===== src/rtl/issue_select.sv =====
// issue_select: picks one ready reservation-station entry per cycle and
// parks it in a single-entry output register feeding the execute unit.
//
// Ports
//   clk, rst_n       clock, async active-low reset
//   flush            discard the held op; suppresses this cycle's grant
//   entry_ready_in   per-entry occupied-and-ready flags
//   entries_in       per-entry contents (res_st_cell_t)
//   issue_grant_out  one-hot (or zero) grant; RS frees that entry next edge
//   op_out           registered op for execute
//   op_valid_out     op_out is valid
//   op_ready_in      execute accepts op_out this cycle
//   issue_count_out  saturating count of accepted ops
//
// Config macro: QU_ISSUE_ROUND_ROBIN_EN
//   defined   -> round-robin scan starting at rr_ptr
//   undefined -> fixed priority, lowest index wins (no rr_ptr state)

package issue_select_pkg;
  typedef struct packed {
    logic [7:0]  opcode;
    logic [5:0]  dst_tag;
    logic [31:0] imm;
  } res_st_cell_t;
endpackage

module issue_select
  import issue_select_pkg::*;
#(
  parameter int NUM_ENTRIES = 4
) (
  input  logic                              clk,
  input  logic                              rst_n,
  input  logic                              flush,
  input  logic         [NUM_ENTRIES-1:0]    entry_ready_in,
  input  res_st_cell_t [NUM_ENTRIES-1:0]    entries_in,
  output logic         [NUM_ENTRIES-1:0]    issue_grant_out,
  output res_st_cell_t                      op_out,
  output logic                              op_valid_out,
  input  logic                              op_ready_in,
  output logic         [15:0]               issue_count_out
);
  localparam int PW = $clog2(NUM_ENTRIES);
  localparam logic [0:0] ST_EMPTY = 1'b0;
  localparam logic [0:0] ST_FULL  = 1'b1;

  logic [0:0]    state_q, state_d;
  res_st_cell_t  op_q, op_d;
  logic [15:0]   cnt_q, cnt_d;
  logic          slot_free, handshake, found, grant_ok;
  logic [PW-1:0] gidx, cand;
  int            scan_idx;
`ifdef QU_ISSUE_ROUND_ROBIN_EN
  logic [PW-1:0] rr_ptr_q, rr_ptr_d;
`endif

  // Slot can take a new op if empty or if its current op leaves this cycle.
  assign slot_free = (state_q == ST_EMPTY) || op_ready_in;
  assign handshake = (state_q == ST_FULL) && op_ready_in;

  // First ready entry in scan order; scan starts at rr_ptr when RR is enabled.
  always_comb begin
    found    = 1'b0;
    gidx     = '0;
    cand     = '0;
    scan_idx = 0;
    for (int k = 0; k < NUM_ENTRIES; k++) begin
`ifdef QU_ISSUE_ROUND_ROBIN_EN
      scan_idx = int'(rr_ptr_q) + k;
      if (scan_idx >= NUM_ENTRIES) scan_idx = scan_idx - NUM_ENTRIES;
`else
      scan_idx = k;
`endif
      cand = PW'(scan_idx);
      if (!found && entry_ready_in[cand]) begin
        found = 1'b1;
        gidx  = cand;
      end
    end
  end

  // rst_n gates the grant so the RS never frees an entry while we are in reset.
  assign grant_ok = rst_n && slot_free && !flush && found;

  always_comb begin
    issue_grant_out = '0;
    if (grant_ok) issue_grant_out[gidx] = 1'b1;
  end

  always_comb begin
    state_d = state_q;
    op_d    = op_q;
    cnt_d   = cnt_q;
    // A handshake counts even when flush discards the slot the same cycle.
    if (handshake && (cnt_q != 16'hFFFF)) cnt_d = cnt_q + 16'd1;
    if (flush) begin
      state_d = ST_EMPTY;
    end else if (grant_ok) begin
      state_d = ST_FULL;
      op_d    = entries_in[gidx];
    end else if (slot_free) begin
      state_d = ST_EMPTY;
    end
  end

`ifdef QU_ISSUE_ROUND_ROBIN_EN
  always_comb begin
    rr_ptr_d = rr_ptr_q;
    if (grant_ok) begin
      if (gidx == PW'(NUM_ENTRIES - 1)) rr_ptr_d = '0;
      else                              rr_ptr_d = gidx + PW'(1);
    end
  end

  always_ff @(posedge clk or negedge rst_n) begin
    if (!rst_n) rr_ptr_q <= '0;
    else        rr_ptr_q <= rr_ptr_d;
  end
`endif

  always_ff @(posedge clk or negedge rst_n) begin
    if (!rst_n) begin
      state_q <= ST_EMPTY;
      op_q    <= '0;
      cnt_q   <= '0;
    end else begin
      state_q <= state_d;
      op_q    <= op_d;
      cnt_q   <= cnt_d;
    end
  end

  assign op_out          = op_q;
  assign op_valid_out    = (state_q == ST_FULL);
  assign issue_count_out = cnt_q;

endmodule

===== config.mk =====
export PLATFORM = sky130hd
export DESIGN_NAME = issue_select
export DESIGN_NICKNAME = d
export VERILOG_FILES = /design/src/rtl/issue_select.sv
export SDC_FILE = /design/constraint.sdc
export NUM_CORES = 1
export LEC_CHECK = 0
export ABC_AREA = 1
export CORE_MARGIN = 5
export CORE_UTILIZATION = 40
export CTS_BUF_LIST = sky130_fd_sc_hd__clkbuf_8
export DETAILED_ROUTE_END_ITERATION = 10
export DONT_BUFFER_PORTS = 1
export GPL_TIMING_DRIVEN = 0
export PLACE_DENSITY_LB_ADDON = 0.1
export RECOVER_POWER = 25
export SLEW_MARGIN = 10
export SYNTH_ARGS = -nofsm -noshare
export SYNTH_HDL_FRONTEND = slang
export SYNTH_SLANG_ARGS = --single-unit
export TNS_END_PERCENT = 100

===== constraint.sdc =====
create_clock -name clk -period 4.26 [get_ports clk]
set_input_delay 0.852 -clock clk [delete_from_list [all_inputs] [get_ports clk]]
set_output_delay 0.852 -clock clk [all_outputs]
set_load 0.005 [all_outputs]

Word level (Yosys, flattened, before mapping)
Index checks and enable logic that the tools add are counted.

cells by class
  reduce and logical (&&, ||, !) cells = 16
  bitwise operators = 2
  equality and inequality tests = 1
  $add $sub $neg = 1
  order comparisons = 2
  mux-type cells = 15

operators with widths
  kind                                                  number
  binary-select mux 46 bit (select 2 bit)               1
  2-to-1 mux 46 bit                                     1
  adder 16 x 1 -> 16 bit (second input constant)        1
  inequality test 16 bit (second input constant)        1
  logical AND 1 bit                                     9
  2-to-1 mux 1 bit                                      9
  zero test 1 bit                                       4
  2-to-1 mux 2 bit                                      2
  2-to-1 mux 4 bit                                      1
  < comparator 2 x 3 -> 1 bit (second input constant)   1
  nonzero test 3 bit                                    1
  demux 1 bit (select 2 bit)                            1
  >= comparator 2 x 1 -> 1 bit (second input constant)  1
  NOT 1 bit                                             2
  AND reduction 2 bit                                   1
  logical OR 1 bit                                      1

storage, ports and cells
  flip-flop bits (word level) = 63
  output and inout bits = 67
  input bits = 192
  logic and storage cells = 42

Longest topological paths before layout
Gate-level depths: netlist of run 1.

  depth after elaboration = 15
  mapped depth = 11
  mapped depth without buffers = 9

Least setup slack after synthesis of run 1
No wires, ideal clock.

  path type = input -> output
  start point = input entry_ready_in[2]
  end point = output issue_grant_out[0]
  stages = 6
  path buffers = 2
  path slack = 1.824 ns
  arrival = 1.584 ns
  data required time = 3.408 ns
  cell sequence = inv_1 > nand3_1 > nand2_1 > buf_4 > buf_4 > nor3_1

on the way
  word-level cells in the longest chain between the ends = 10
  elaborated cells between the ends (all ways) = 14
  those cells by class = 2 x order compare; 7 x mux; 5 x reduce/logical

RTL lines
  item                                                                                               RTL line  RTL
  start: declaration                                                                                 35        input logic [NUM_ENTRIES-1:0] entry_ready_in,
  logical AND 1 bit *                                                                                75        if (!found && entry_ready_in[cand]) begin
  2-to-1 mux 1 bit                                                                                   75
  zero test 1 bit                                                                                    75
  logical AND 1 bit                                                                                  75
  2-to-1 mux 2 bit                                                                                   75
  < comparator 2 x 3 -> 1 bit (implied by the code) or >= comparator 2 x 1 -> 1 bit (tied branches)  87        if (grant_ok) issue_grant_out[gidx] = 1'b1;
  logical AND 1 bit (implied by the code)                                                            87
  2-to-1 mux 1 bit (implied by the code)                                                             87
  demux 1 bit (select 2 bit)                                                                         87
  2-to-1 mux 4 bit *                                                                                 87
  end: declaration                                                                                   37        output logic [NUM_ENTRIES-1:0] issue_grant_out,

Mark *: on every way between the ends. The rest lies on a longest branch, timed or not.

Final worst setup path of run 1
  start point = input entry_ready_in[1]
  end point = output issue_grant_out[0]

on the way
  word-level cells in the longest chain between the ends = 13
  elaborated cells between the ends (all ways) = 18
  those cells by class = 2 x order compare; 9 x mux; 7 x reduce/logical

RTL lines
  item                                                                                               RTL line
  logical AND 1 bit *                                                                                75
  2-to-1 mux 1 bit                                                                                   75
  zero test 1 bit                                                                                    75
  logical AND 1 bit                                                                                  75
  2-to-1 mux 1 bit                                                                                   75
  zero test 1 bit                                                                                    75
  logical AND 1 bit                                                                                  75
  2-to-1 mux 2 bit                                                                                   75
  < comparator 2 x 3 -> 1 bit (implied by the code) or >= comparator 2 x 1 -> 1 bit (tied branches)  87
  logical AND 1 bit (implied by the code)                                                            87
  2-to-1 mux 1 bit (implied by the code)                                                             87
  demux 1 bit (select 2 bit)                                                                         87
  2-to-1 mux 4 bit *                                                                                 87

Marked as above.

==> summary.txt, run 1 <==
Floorplanning
  – Site Rows: 41
  – CORE AREA: between 10000 and 15000 um2
  – Chip width: 123 um
  – Die area: 15100 um2
  – Initial Util: 40.6%
  – Die H: 123 um
  – IO Pins: 259

Route
  – DR vias/cell: 4.68
  – 1st-iter DRT viols: roughly 210
  – Drt drc: 0
  – Vias: slightly above 5000
  – DR WL/cell: 15.5 um
  – Drt pass-1 iters: 4
  – WL final: between 15 and 20 mm
  – Final ANT Viol Nets: 0

Worst setup path
  – Req. time, crit path: about 3.4 ns
  – Crit Path Class: input port to output pin
  – Worst stage delay on the critical path: 0.28 ns
  – Critical path, cell by cell: nor2_2 -> o21ai_1 -> inv_2 -> buf_2 -> buf_2 -> nor3_1
  – Slowest cell on crit path: buf_2
  – Setup crit end kind: output pin
  – Crit path max fanout: 10
  – CP Launch Type: input port
  – Worst endpoint data arrival time: 1.85 ns
  – Most used cell, CP: buf_2

GRT
  – GRT Total Usage: roughly 22%
  – Largest net degree at the start of global routing: 65
  – Initial antenna violation count: 0
  – First-pass GRT wire length: approximately 26 mm
  – Number of global-route vias before repair: 4823
  – Remaining global-route overflow: 0

STA
  – Final Hold Vio Count: 0
  – Setup repair after global routing missed its margin: no
  – Peak Freq: between 0.3 and 0.4 GHz
  – Slew Limit Fails: 0
  – Worst slew pin tran: between 0.5 and 0.6 ns
  – Fin Setup TNS: 0 ns
  – Min cycle time layout: 2.70 ns
  – Setup violators final: 0
  – Setup Skew: 0.00644 ns
  – Rel. slew slack: 65.6%
  – Final worst path period share: roughly 63%

Synth
  – Netlist Area Pre-Place: between 5000 and 6000 um2
  – Seq cells post-synth: 63
  – Distinct cell type count after synthesis: 28
  – Avg Cell Area, Syn: 5.70 um2
  – Async set-reset flop share out of synthesis: between 90% and 100%
  – Mapped Cells: 891
  – Synth warn: 0
  – Top_reg_cell synth: dfrtp_1
  – Post-synth EDFFs: 0
  – Post-synthesis net count: 1084
  – Top area cells in the synthesized netlist: dfrtp_1 (31%), nand2_1 (29%), inv_1 (14%)
  – Yosys top cell by area: dfrtp_1
  – Post-synthesis sequential area ratio: 31.0%
  – Post-synth top area share: a little under a third

Placement
  – Post-DP Area: roughly 5300 um2
  – GP Congestion: a little over 0.8
  – Post-DP HPWL: 12.9 mm
  – Placed cells: 1063
  – Number of port buffers: 0

Run status
  – Run status: finished, final reports clean

Finish
  – Fin nets: ~1100
  – Post-synthesis to final-layout area growth: 9.06%
  – Layout Cells excl Fill: 1079
  – Most common cell after layout, fill and taps aside: nand2_1
  – Layout cells sized above 1: 7.06%
  – Post-layout util: 44.3%
  – Fin area: 5540 um2
  – ANT cells: 0
  – Most frequent cells in the layout: nand2_1 (386), inv_1 (185), nand3_1 (99)

Clock tree
  – Clock Latency Late Sink: 0.35 ns
  – H-tree levels: 3
  – Clk sinks: 63
  – Hold_buf cts: 0
  – Root Buffer: clkbuf_8
  – Post-CTS Setup Bufs: 0
  – Post_cts resized: 0
  – Worst-path clk slew: roughly 0.070 ns
  – CTS tree: done
  – CTS max path bufs: 2
  – Inserted Clock Buffers: 9

Power and ir drop
  – Total design power: 1.87 mW
  – PD cells: 337 nW/um2
  – P_leak: between 3 and 4 nW
  – Maximum VDD drop: 116 uV

Run
  – Max cap viols: 0

Hold path
  – Hold/Removal Path Class: input port to asynchronous set/reset pin
-- area by class of cell --
class / instances / area (um2)
inverters: 200 / 753
fillers: 1474 / 6980
plain buffers: 46 / 248
multi-input cells: 582 / 2500
clock inverters: 6 / 108
well taps: 172 / 215
flip-flops and latches: 63 / 1580
clock buffers: 10 / 138
-- path summary, 6_finish.rpt --
kind	start	end	slack, ns	depth (start not counted)
setup / recovery	entry_ready_in[1]	issue_grant_out[0]	1.56	6
hold / removal	rst_n	op_out[40]$_DFFE_PN0P_	0.19	0
setup reg to reg	op_valid_out$_DFFE_PN0P_	op_out[45]$_DFFE_PN0P_	2.41	10
hold reg to reg	op_out[40]$_DFFE_PN0P_	op_out[40]$_DFFE_PN0P_	0.52	2
max in group asynchronous	rst_n	op_out[31]$_DFFE_PN0P_	3.93	0
min in group clk	op_out[40]$_DFFE_PN0P_	op_out[40]$_DFFE_PN0P_	0.52	2
-- kinds of logic (layout without fill, tap and decap cells) --
kind of cell / Yosys count / after routing / synth area share, %
AO/OA/AOI/OAI: 53 / 53 / 5.52
XOR/XNOR: 12 / 12 / 2.07
adder cells (fa/ha/maj): 1 / 1 / 0.246
buffers and inverters: 246 / 262 / 19.7
flip-flops: 63 / 63 / 31.0
AND/OR/NAND/NOR: 516 / 516 / 41.4
-- metal layers --
metal | vias up | routed length, um | share of wire (%) | GRT usage (%)
li1 | 2632 | - | - | -
met1 | 2220 | 7360 | 44 | 28.5
met2 | 183 | 7820 | 47 | 36.7
met3 | 13 | 1400 | 8.4 | 6.64
met4 | 0 | 161 | 0.96 | 4.97
met5 | - | 0 | 0 | 0
-- cell usage after synthesis, types with 3 or more instances --
cell type,number
xor2_1,3
nor2_1,19
inv_1,185
dfrtp_1,63
buf_4,8
clkinv_1,10
inv_2,4
nand3_1,99
nand2_1,386
o21ai_1,27
clkbuf_1,9
buf_2,23
o21ai_0,24
xnor2_1,9
buf_1,3
-- registers in the layout (all words and copies together), names as in the netlist --
| name | cells |
|---|---|
| issue_count_out | 16 |
| op_out | 46 |
| op_valid_out | 1 |
-- power by group --
part / internal, mW / switching (mW)
Sequential: 0.702 / 0.123
Combinational: 0.153 / 0.239
Clock: 0.403 / 0.248
-- metrics by stage --
| step | hold WS, ns | setup slack [ns] |
|---|---|---|
| floorplan | 0.472 | 1.82 |
| global placement | 0.499 | 1.55 |
| detailed placement | 0.505 | 1.55 |
| CTS | 0.176 | 1.55 |
| global route | 0.166 | 1.44 |
| finish | 0.190 | 1.56 |
-- worst max-delay path: cells and delay by family --
kind | cells | cell delay, ns
buf+inv | 3 | 0.60
simple gates | 2 | 0.27
compound gates | 1 | 0.13
No activity file was read; power rests on OpenSTA's default activity.
==> run 2, diff against run 1 <==
--- a/config.mk
+++ b/config.mk
@@ -5,7 +5,7 @@
 export SDC_FILE = /design/constraint.sdc
 export NUM_CORES = 1
 export LEC_CHECK = 0
-export ABC_AREA = 1
+export ABC_AREA = 0
 export CORE_MARGIN = 5
 export CORE_UTILIZATION = 40
 export CTS_BUF_LIST = sky130_fd_sc_hd__clkbuf_8
==> constraint.sdc (replaced) <==
create_clock -name clk -period 2.6 [get_ports clk]
set_input_delay 0.52 -clock clk [delete_from_list [all_inputs] [get_ports clk]]
set_output_delay 0.52 -clock clk [all_outputs]
set_load 0.005 [all_outputs]
==> summary.txt, run 2 <==
Run status
  – Run status: finished, violations left (was finished, final reports clean)
  – Failing checks: max-capacitance violations, max-slew violations

STA
  – Setup repair after global routing missed its margin: no (unchanged)
  – Final worst path period share: a little over nine tenths
  – Setup Skew: 0.00682 ns (was 0.00644 ns)
  – Slew Limit Fails: 64 (was 0)
  – Worst slew pin tran: 1.61 ns (was 0.516 ns)
  – Setup violators final: 0 (unchanged)
  – Fin Hold WS: 0.342 ns (was 0.190 ns)
  – Peak Freq: 0.410 GHz
  – Min setup slack post-route: 0.162 ns (was 1.56 ns)
  – Min cycle time layout: 2.44 ns
  – Fin Setup TNS: 0 ns (unchanged)
  – Final Hold Vio Count: 0 (unchanged)
  – Rel. slew slack: -7.66% (was 65.6%)

Worst setup path
  – Critical path, cell by cell: nor2b_1 -> clkbuf_1 -> clkbuf_1 -> and3_1 (was nor2_2 -> o21ai_1 -> inv_2 -> buf_2 -> buf_2 -> nor3_1)
  – Crit path from: entry_ready_in[3] (was entry_ready_in[1])
  – Req. time, crit path: 2.08 ns (was 3.41 ns)
  – Crit Path Class: input port to output pin (unchanged)
  – Worst endpoint data arrival time: 1.92 ns (was 1.85 ns)
  – Crit path max fanout: 10 (unchanged)
  – Slowest cell on crit path: clkbuf_1 (was buf_2)
  – Setup crit end kind: output pin (unchanged)
  – Most used cell, CP: clkbuf_1 (was buf_2)
  – Worst path bufs/invs: 2 (was 3)
  – Top delay family on crit path: buffers and inverters (unchanged)
  – CP Launch Type: input port (unchanged)
  – Worst stage delay on the critical path: 0.52 ns (was 0.28 ns)
  – Reg2reg start: op_valid_out$_DFFE_PN0P_ (unchanged)

Synth
  – Mapped Cells: 410 (was 891)
  – Post-synthesis xor/xnor area fraction: 1.90% (was 2.07%)
  – Mux share of post-synthesis cell area: 0.305% (was 0%)
  – Async set-reset flop share out of synthesis: 100% (unchanged)
  – Avg Cell Area, Syn: 8.99 um2 (was 5.70 um2)
  – Netlist Area Pre-Place: 3690 um2 (was 5080 um2)
  – Count leader, synth: dfrtp_1 (was nand2_1)
  – Adder-Cell Fraction of Synth Area: 0.339% (was 0.246%)
  – Simple-gate share of the synthesized area: 17.3% (was 41.4%)
  – Synth warn: 0 (unchanged)
  – Yosys top cell by area: dfrtp_1 (unchanged)
  – Post-synth EDFFs: 0 (unchanged)
  – Seq cells post-synth: 63 (unchanged)
  – Largest family of logic cells by synthesized area: compound AO/OA/AOI/OAI gates (was simple AND/OR/NAND/NOR gates)
  – Top cells by count, synth: dfrtp_1 (63), nand2_1 (53), nor2_1 (52) (was nand2_1 (386), inv_1 (185), nand3_1 (99))
  – Post-synthesis sequential area ratio: 42.8% (was 31.0%)
  – Distinct cell type count after synthesis: 37 (was 28)
  – Post-synth top area share: 42.8% (was 31.0%)
  – Compound-gate portion of the synthesized area: 33.0% (was 5.52%)
  – Post-synthesis net count: 603 (was 1084)
  – Top area cells in the synthesized netlist: dfrtp_1 (43%), a22o_1 (11%), o221ai_1 (11%) (was dfrtp_1 (31%), nand2_1 (29%), inv_1 (14%))
  – Top_reg_cell synth: dfrtp_1 (unchanged)

Clock tree
  – CTS max path bufs: 2 (unchanged)
  – CTS tree: done (unchanged)
  – Worst-path clk slew: 0.07 ns (about the same)
  – Root Buffer: clkbuf_8 (unchanged)
  – Inserted Clock Buffers: 9 (unchanged)
  – Clk sinks: 63 (unchanged)
  – Clock Latency Late Sink: 0.33 ns (was 0.35 ns)
  – Post-CTS Setup Bufs: 0 (unchanged)
  – H-tree levels: 3 (unchanged)

Floorplanning
  – Die H: 106 um (was 123 um)
  – Chip width: 106 um (was 123 um)
  – CORE AREA: 9110 um2 (was 12500 um2)
  – IO Pins: 259 (unchanged)
  – Site Rows: 35 (was 41)
  – Die area: 11200 um2 (was 15100 um2)
  – Initial Util: 40.5% (was 40.6%)

Finish
  – Post-layout util: 44.1% (was 44.3%)
  – ANT cells: 0 (unchanged)
  – Max reg flops: 46 (unchanged)
  – Most frequent cells in the layout: dfrtp_1 (63), nand2_1 (53), nor2_1 (52) (was nand2_1 (386), inv_1 (185), nand3_1 (99))
  – Fin area: 4020 um2 (was 5540 um2)
  – Post-synthesis to final-layout area growth: 9.10% (was 9.06%)
  – Fin nets: 614 (was 1095)
  – Most common cell after layout, fill and taps aside: dfrtp_1 (was nand2_1)
  – Layout cells sized above 1: 6.10% (was 7.06%)

GRT
  – Number of global-route vias before repair: 3523 (was 4823)
  – Remaining global-route overflow: 0 (unchanged)
  – Initial antenna violation count: 0 (unchanged)
  – GRT Total Usage: 22.8% (was 22.2%)
  – Largest net degree at the start of global routing: 64 (was 65)
  – First-pass GRT wire length: 20.0 mm (was 25.8 mm)

Placement
  – Post-DP HPWL: 10.2 mm (was 12.9 mm)
  – Pre-CTS setup slack: 0.0147 ns (was 1.55 ns)
  – Post-DP Area: 3820 um2 (was 5300 um2)
  – Number of port buffers: 0 (unchanged)
  – GP Congestion: 0.825 (was 0.811)

Route
  – 1st-iter DRT viols: 180 (was 206)
  – Final ANT Viol Nets: 0 (unchanged)
  – WL final: 13.3 mm (was 16.7 mm)
  – Vias: 3497 (was 5048)
  – Drt pass-1 iters: 4 (unchanged)
  – DR WL/cell: 24.7 um (was 15.5 um)
  – DR vias/cell: 6.51 (was 4.68)
  – Drt drc: 0 (unchanged)

Power and ir drop
  – PD cells: 655 nW/um2 (was 337 nW/um2)
  – P_leak: 1.50 nW (was 3.41 nW)
  – Maximum VDD drop: 261 uV (was 116 uV)

Run
  – Max cap viols: 1 (was 0)

Hold path
  – Hold_sp: flush
  – Hold/Removal Path Class: input port to flop (was input port to asynchronous set/reset pin)
[run 2: per-stage QoR]
| stage | cells | power (mW) |
|---|---|---|
| after global routing | 537 | 2.79 |
| after global placement | 521 | 1.84 |
| after CTS | 537 | 2.68 |
| after detailed placement | 521 | 1.85 |
| final | 537 | 2.63 |
| after floorplan | 410 | 1.68 |
[run 2: kinds of logic (layout without fill, tap and decap cells)]
family | after synthesis | count (layout)
muxes | 1 | 1
xor gates and xnor gates | 8 | 8
buffers and inverters | 42 | 58
DFF | 63 | 63
and+or+nand+nor | 139 | 139
AOI/OAI and AO/OA | 156 | 156
adders and majority gates | 1 | 1
[run 2: repair_timing]
action | 4_1_cts | 5_1_grt
gates resized for setup | 3 | 0
endpoints found under the setup margin | 1 | 0
hold buffers | 1 | 0
endpoints found under the hold margin | 63 | 0
[run 2: area by class of cell]
type	instances	area, um2
Fill cell	928	5090
Multi-Input combinational cell	305	1960
Sequential cell	63	1580
Clock buffer	11	151
Buffer	39	151
Tap cell	111	139
Clock inverter	5	32.5
Inverter	2	7.51
Timing Repair Buffer	1	5.00
[run 2: per-layer routing]
layer	part of all wire [%]	wire length [um]	GRT usage [%]	up-vias
met2	49	6560	38.4	179
met5	0	0	0	-
met4	1.4	192	7.03	0
met3	9.9	1310	9.05	16
li1	-	-	-	1613
met1	39	5210	26.7	1689
[run 2: final timing paths]
path / end / slack (ns) / depth (start not counted)
max in group asynchronous: op_out[23]$_DFFE_PN0P_ / 1.03 / 1
min in group asynchronous: issue_count_out[10]$_DFFE_PN0P_ / 0.59 / 1
setup reg to reg: op_out[11]$_DFFE_PN0P_ / 0.58 / 5
hold reg to reg: issue_count_out[0]$_DFFE_PN0P_ / 0.56 / 1
hold / removal: op_valid_out$_DFFE_PN0P_ / 0.34 / 2
setup / recovery: issue_grant_out[3] / 0.16 / 4
[run 2: power by group]
| part | internal, mW | total [mW] | switching [mW] |
|---|---|---|---|
| clock | 0.395 | 0.798 | 0.403 |
| sequential | 1.16 | 1.35 | 0.196 |
| combinational | 0.212 | 0.483 | 0.272 |
==> run 3, diff against run 2 <==
--- a/config.mk
+++ b/config.mk
@@ -14,6 +14,7 @@
 export GPL_TIMING_DRIVEN = 0
 export PLACE_DENSITY_LB_ADDON = 0.1
 export RECOVER_POWER = 25
+export SETUP_SLACK_MARGIN = 0.4
 export SLEW_MARGIN = 10
 export SYNTH_ARGS = -nofsm -noshare
 export SYNTH_HDL_FRONTEND = slang
==> summary.txt, run 3 (synthesized netlist as in run 2, its figures left out) <==
STA
  – Slew Limit Fails: 64 (unchanged)
  – Peak Freq: 0.456 GHz (was 0.410 GHz)
  – Worst slew pin tran: 1.63 ns (was 1.61 ns)
  – Fin Setup TNS: 0 ns (unchanged)
  – Fin Hold WS: 0.339 ns (was 0.342 ns)
  – Min cycle time layout: 2.19 ns (was 2.44 ns)
  – Setup repair after global routing missed its margin: yes (was no)
  – Setup violators final: 0 (unchanged)
  – Setup Skew: 0.00736 ns (was 0.00682 ns)
  – Rel. slew slack: -8.37% (was -7.66%)
  – Final Hold Vio Count: 0 (unchanged)
  – Min setup slack post-route: 0.407 ns (was 0.162 ns)
  – Final worst path period share: 84.3% (was 93.8%)

Worst setup path
  – Setup crit end kind: output pin (unchanged)
  – Worst setup endpoint: issue_grant_out[1] (was issue_grant_out[3])
  – Worst R2R Path Depth: 4 (was 5)
  – Req. time, crit path: 2.08 ns (about the same)
  – Crit Path Class: flop to output pin (was input port to output pin)
  – Reg2reg start: issue_count_out[3]$_DFFE_PN0P_ (was op_valid_out$_DFFE_PN0P_)
  – Reg-to-Reg End: issue_count_out[13]$_DFFE_PN0P_ (was op_out[11]$_DFFE_PN0P_)
  – R2R setup slack: 0.69 ns (was 0.58 ns)
  – Worst endpoint data arrival time: 1.67 ns (was 1.92 ns)
  – Crit path max fanout: 10 (unchanged)
  – CP Launch Type: flop (was input port)
  – Crit path from: op_valid_out$_DFFE_PN0P_ (was entry_ready_in[3])

Run
  – Max cap viols: 1 (unchanged)

Route
  – Highest routed layer: met4 (unchanged)
  – 1st-iter DRT viols: 157 (was 180)
  – Final ANT Viol Nets: 0 (unchanged)
  – WL final: 13.4 mm (was 13.3 mm)
  – Vias: 3528 (was 3497)
  – DR WL/cell: 24.8 um (was 24.7 um)
  – Drt drc: 0 (unchanged)
  – Drt pass-1 iters: 4 (unchanged)
  – WL met1: 5.31 mm (was 5.21 mm)
  – DR vias/cell: 6.53 (was 6.51)
  – Met2 Wirelength: 6.62 mm (was 6.56 mm)
  – DR WL met3: 1.34 mm (was 1.31 mm)

GRT
  – Number of global-route vias before repair: 3551 (was 3523)
  – GRT Total Usage: 23.1% (was 22.8%)
  – First-pass GRT wire length: 20.2 mm (was 20.0 mm)
  – Largest net degree at the start of global routing: 64 (unchanged)
  – Initial antenna violation count: 0 (unchanged)
  – Remaining global-route overflow: 0 (unchanged)

Power and ir drop
  – Sequential fraction of design power: 51.0% (was 51.3%)
  – Maximum VDD drop: 261 uV (about the same)
  – PD cells: 649 nW/um2 (was 655 nW/um2)
  – Net Sw Frac: 33.1% (about the same)
  – Total design power: 2.65 mW (was 2.63 mW)
  – Clock share of power: 30.2% (was 30.3%)
  – Logic pwr share: 18.8% (was 18.4%)
  – P_leak: 1.55 nW (was 1.50 nW)
  – Pint: 1.77 mW (was 1.76 mW)
  – P_sw: 0.877 mW (was 0.871 mW)

Placement
  – GP Congestion: 0.825 (unchanged)
  – Number of port buffers: 0 (unchanged)
  – Post-DP Area: 3820 um2 (unchanged)
  – Pre-CTS setup slack: 0.0147 ns (unchanged)
  – Post-DP HPWL: 10.2 mm (unchanged)

Finish
  – Fin area: 4080 um2 (was 4020 um2)
  – ANT cells: 0 (unchanged)
  – Max reg flops: 46 (unchanged)
  – Layout cells sized above 1: 9.09% (was 6.10%)
  – Most common cell after layout, fill and taps aside: dfrtp_1 (unchanged)
  – Most frequent cells in the layout: dfrtp_1 (62), nand2_1 (53), nor2_1 (52) (was dfrtp_1 (63), nand2_1 (53), nor2_1 (52))
  – Fin nets: 617 (was 614)
  – Post-synthesis to final-layout area growth: 10.7% (was 9.10%)

Floorplanning
  – IO Pins: 259 (unchanged)
  – Site Rows: 35 (unchanged)
  – Die area: 11200 um2 (unchanged)
  – Chip width: 106 um (unchanged)
  – Die H: 106 um (unchanged)
  – Initial Util: 40.5% (unchanged)
  – CORE AREA: 9110 um2 (unchanged)

Hold path
  – Hold_sp: flush (unchanged)
  – Hold/Removal Path Class: input port to flop (unchanged)

Run status
  – Run status: finished, violations left (unchanged)
  – Failing checks: max-capacitance violations, max-slew violations (unchanged)

Clock tree
  – Clock Latency Late Sink: 0.34 ns (was 0.33 ns)
  – H-tree levels: 3 (unchanged)
  – Inserted Clock Buffers: 9 (unchanged)
  – CTS max path bufs: 2 (unchanged)
  – Worst-path clk slew: 0.07 ns (about the same)
  – Root Buffer: clkbuf_8 (unchanged)
  – CTS tree: done (unchanged)
  – Clk sinks: 63 (unchanged)
-- run 3: routing by layer --
metal / track usage [%] / vias up
met5: 0 / -
met4: 6.75 / 0
met3: 8.74 / 9
met2: 38.7 / 195
met1: 27.6 / 1701
li1: - / 1623
-- run 3: power by group through the flow --
stage	Sequential, mW	Combinational, mW	Clock (mW)
2_1_floorplan	1.31	0.375	0
3_3_place_gp	1.37	0.462	0
3_5_place_dp	1.38	0.469	0
4_1_cts	1.36	0.505	0.824
5_1_grt	1.38	0.563	0.863
6_report	1.35	0.497	0.799
-- run 3: repair_timing --
| item | 4_1_cts | 5_1_grt |
|---|---|---|
| gates resized for setup | 14 | 4 |
| setup endpoints to repair | 43 | 4 |
| pin swaps | 1 | 1 |
| hold buffers | 1 | 0 |
| hold endpoints to repair | 63 | 0 |
| setup buffers | 2 | 0 |
-- run 3: worst min path at each step --
stage | endpoint | slack (ns) | cells past startpoint
finish | op_valid_out$_DFFE_PN0P_ | 0.34 | 2
global route | op_valid_out$_DFFE_PN0P_ | 0.33 | 2
CTS | issue_count_out[10]$_DFFE_PN0P_ | 0.05 | 1
detailed placement | issue_count_out[10]$_DFFE_PN0P_ | 0.23 | 0
global placement | issue_count_out[10]$_DFFE_PN0P_ | 0.23 | 0
floorplan | issue_count_out[0]$_DFFE_PN0P_ | 0.22 | 0
-- run 3: final cells by class --
cell class | count | area (um2)
inverters | 2 | 7.51
well taps | 111 | 139
clock buffers | 11 | 151
clock inverters | 5 | 32.5
flip-flops and latches | 63 | 1580
multi-input cells | 305 | 1970
plain buffers | 40 | 180
fillers | 922 | 5030
repair buffers | 3 | 20.0
-- run 3: worst max-delay path: stages (launching register included) --
cell and delay [ns]:
dfrtp_2 0.44, nor2b_4 0.15, nor4b_4 0.28, clkbuf_8 0.19, buf_8 0.13, and2_4 0.15
-- run 3: per-stage QoR --
| step | util [%] | cells |
|---|---|---|
| 4_1_cts | 44.9 | 540 |
| 3_5_place_dp | 42.0 | 521 |
| 2_1_floorplan | - | 410 |
| 5_1_grt | 44.8 | 540 |
| 6_report | 44.8 | 540 |
| 3_3_place_gp | 42.0 | 521 |
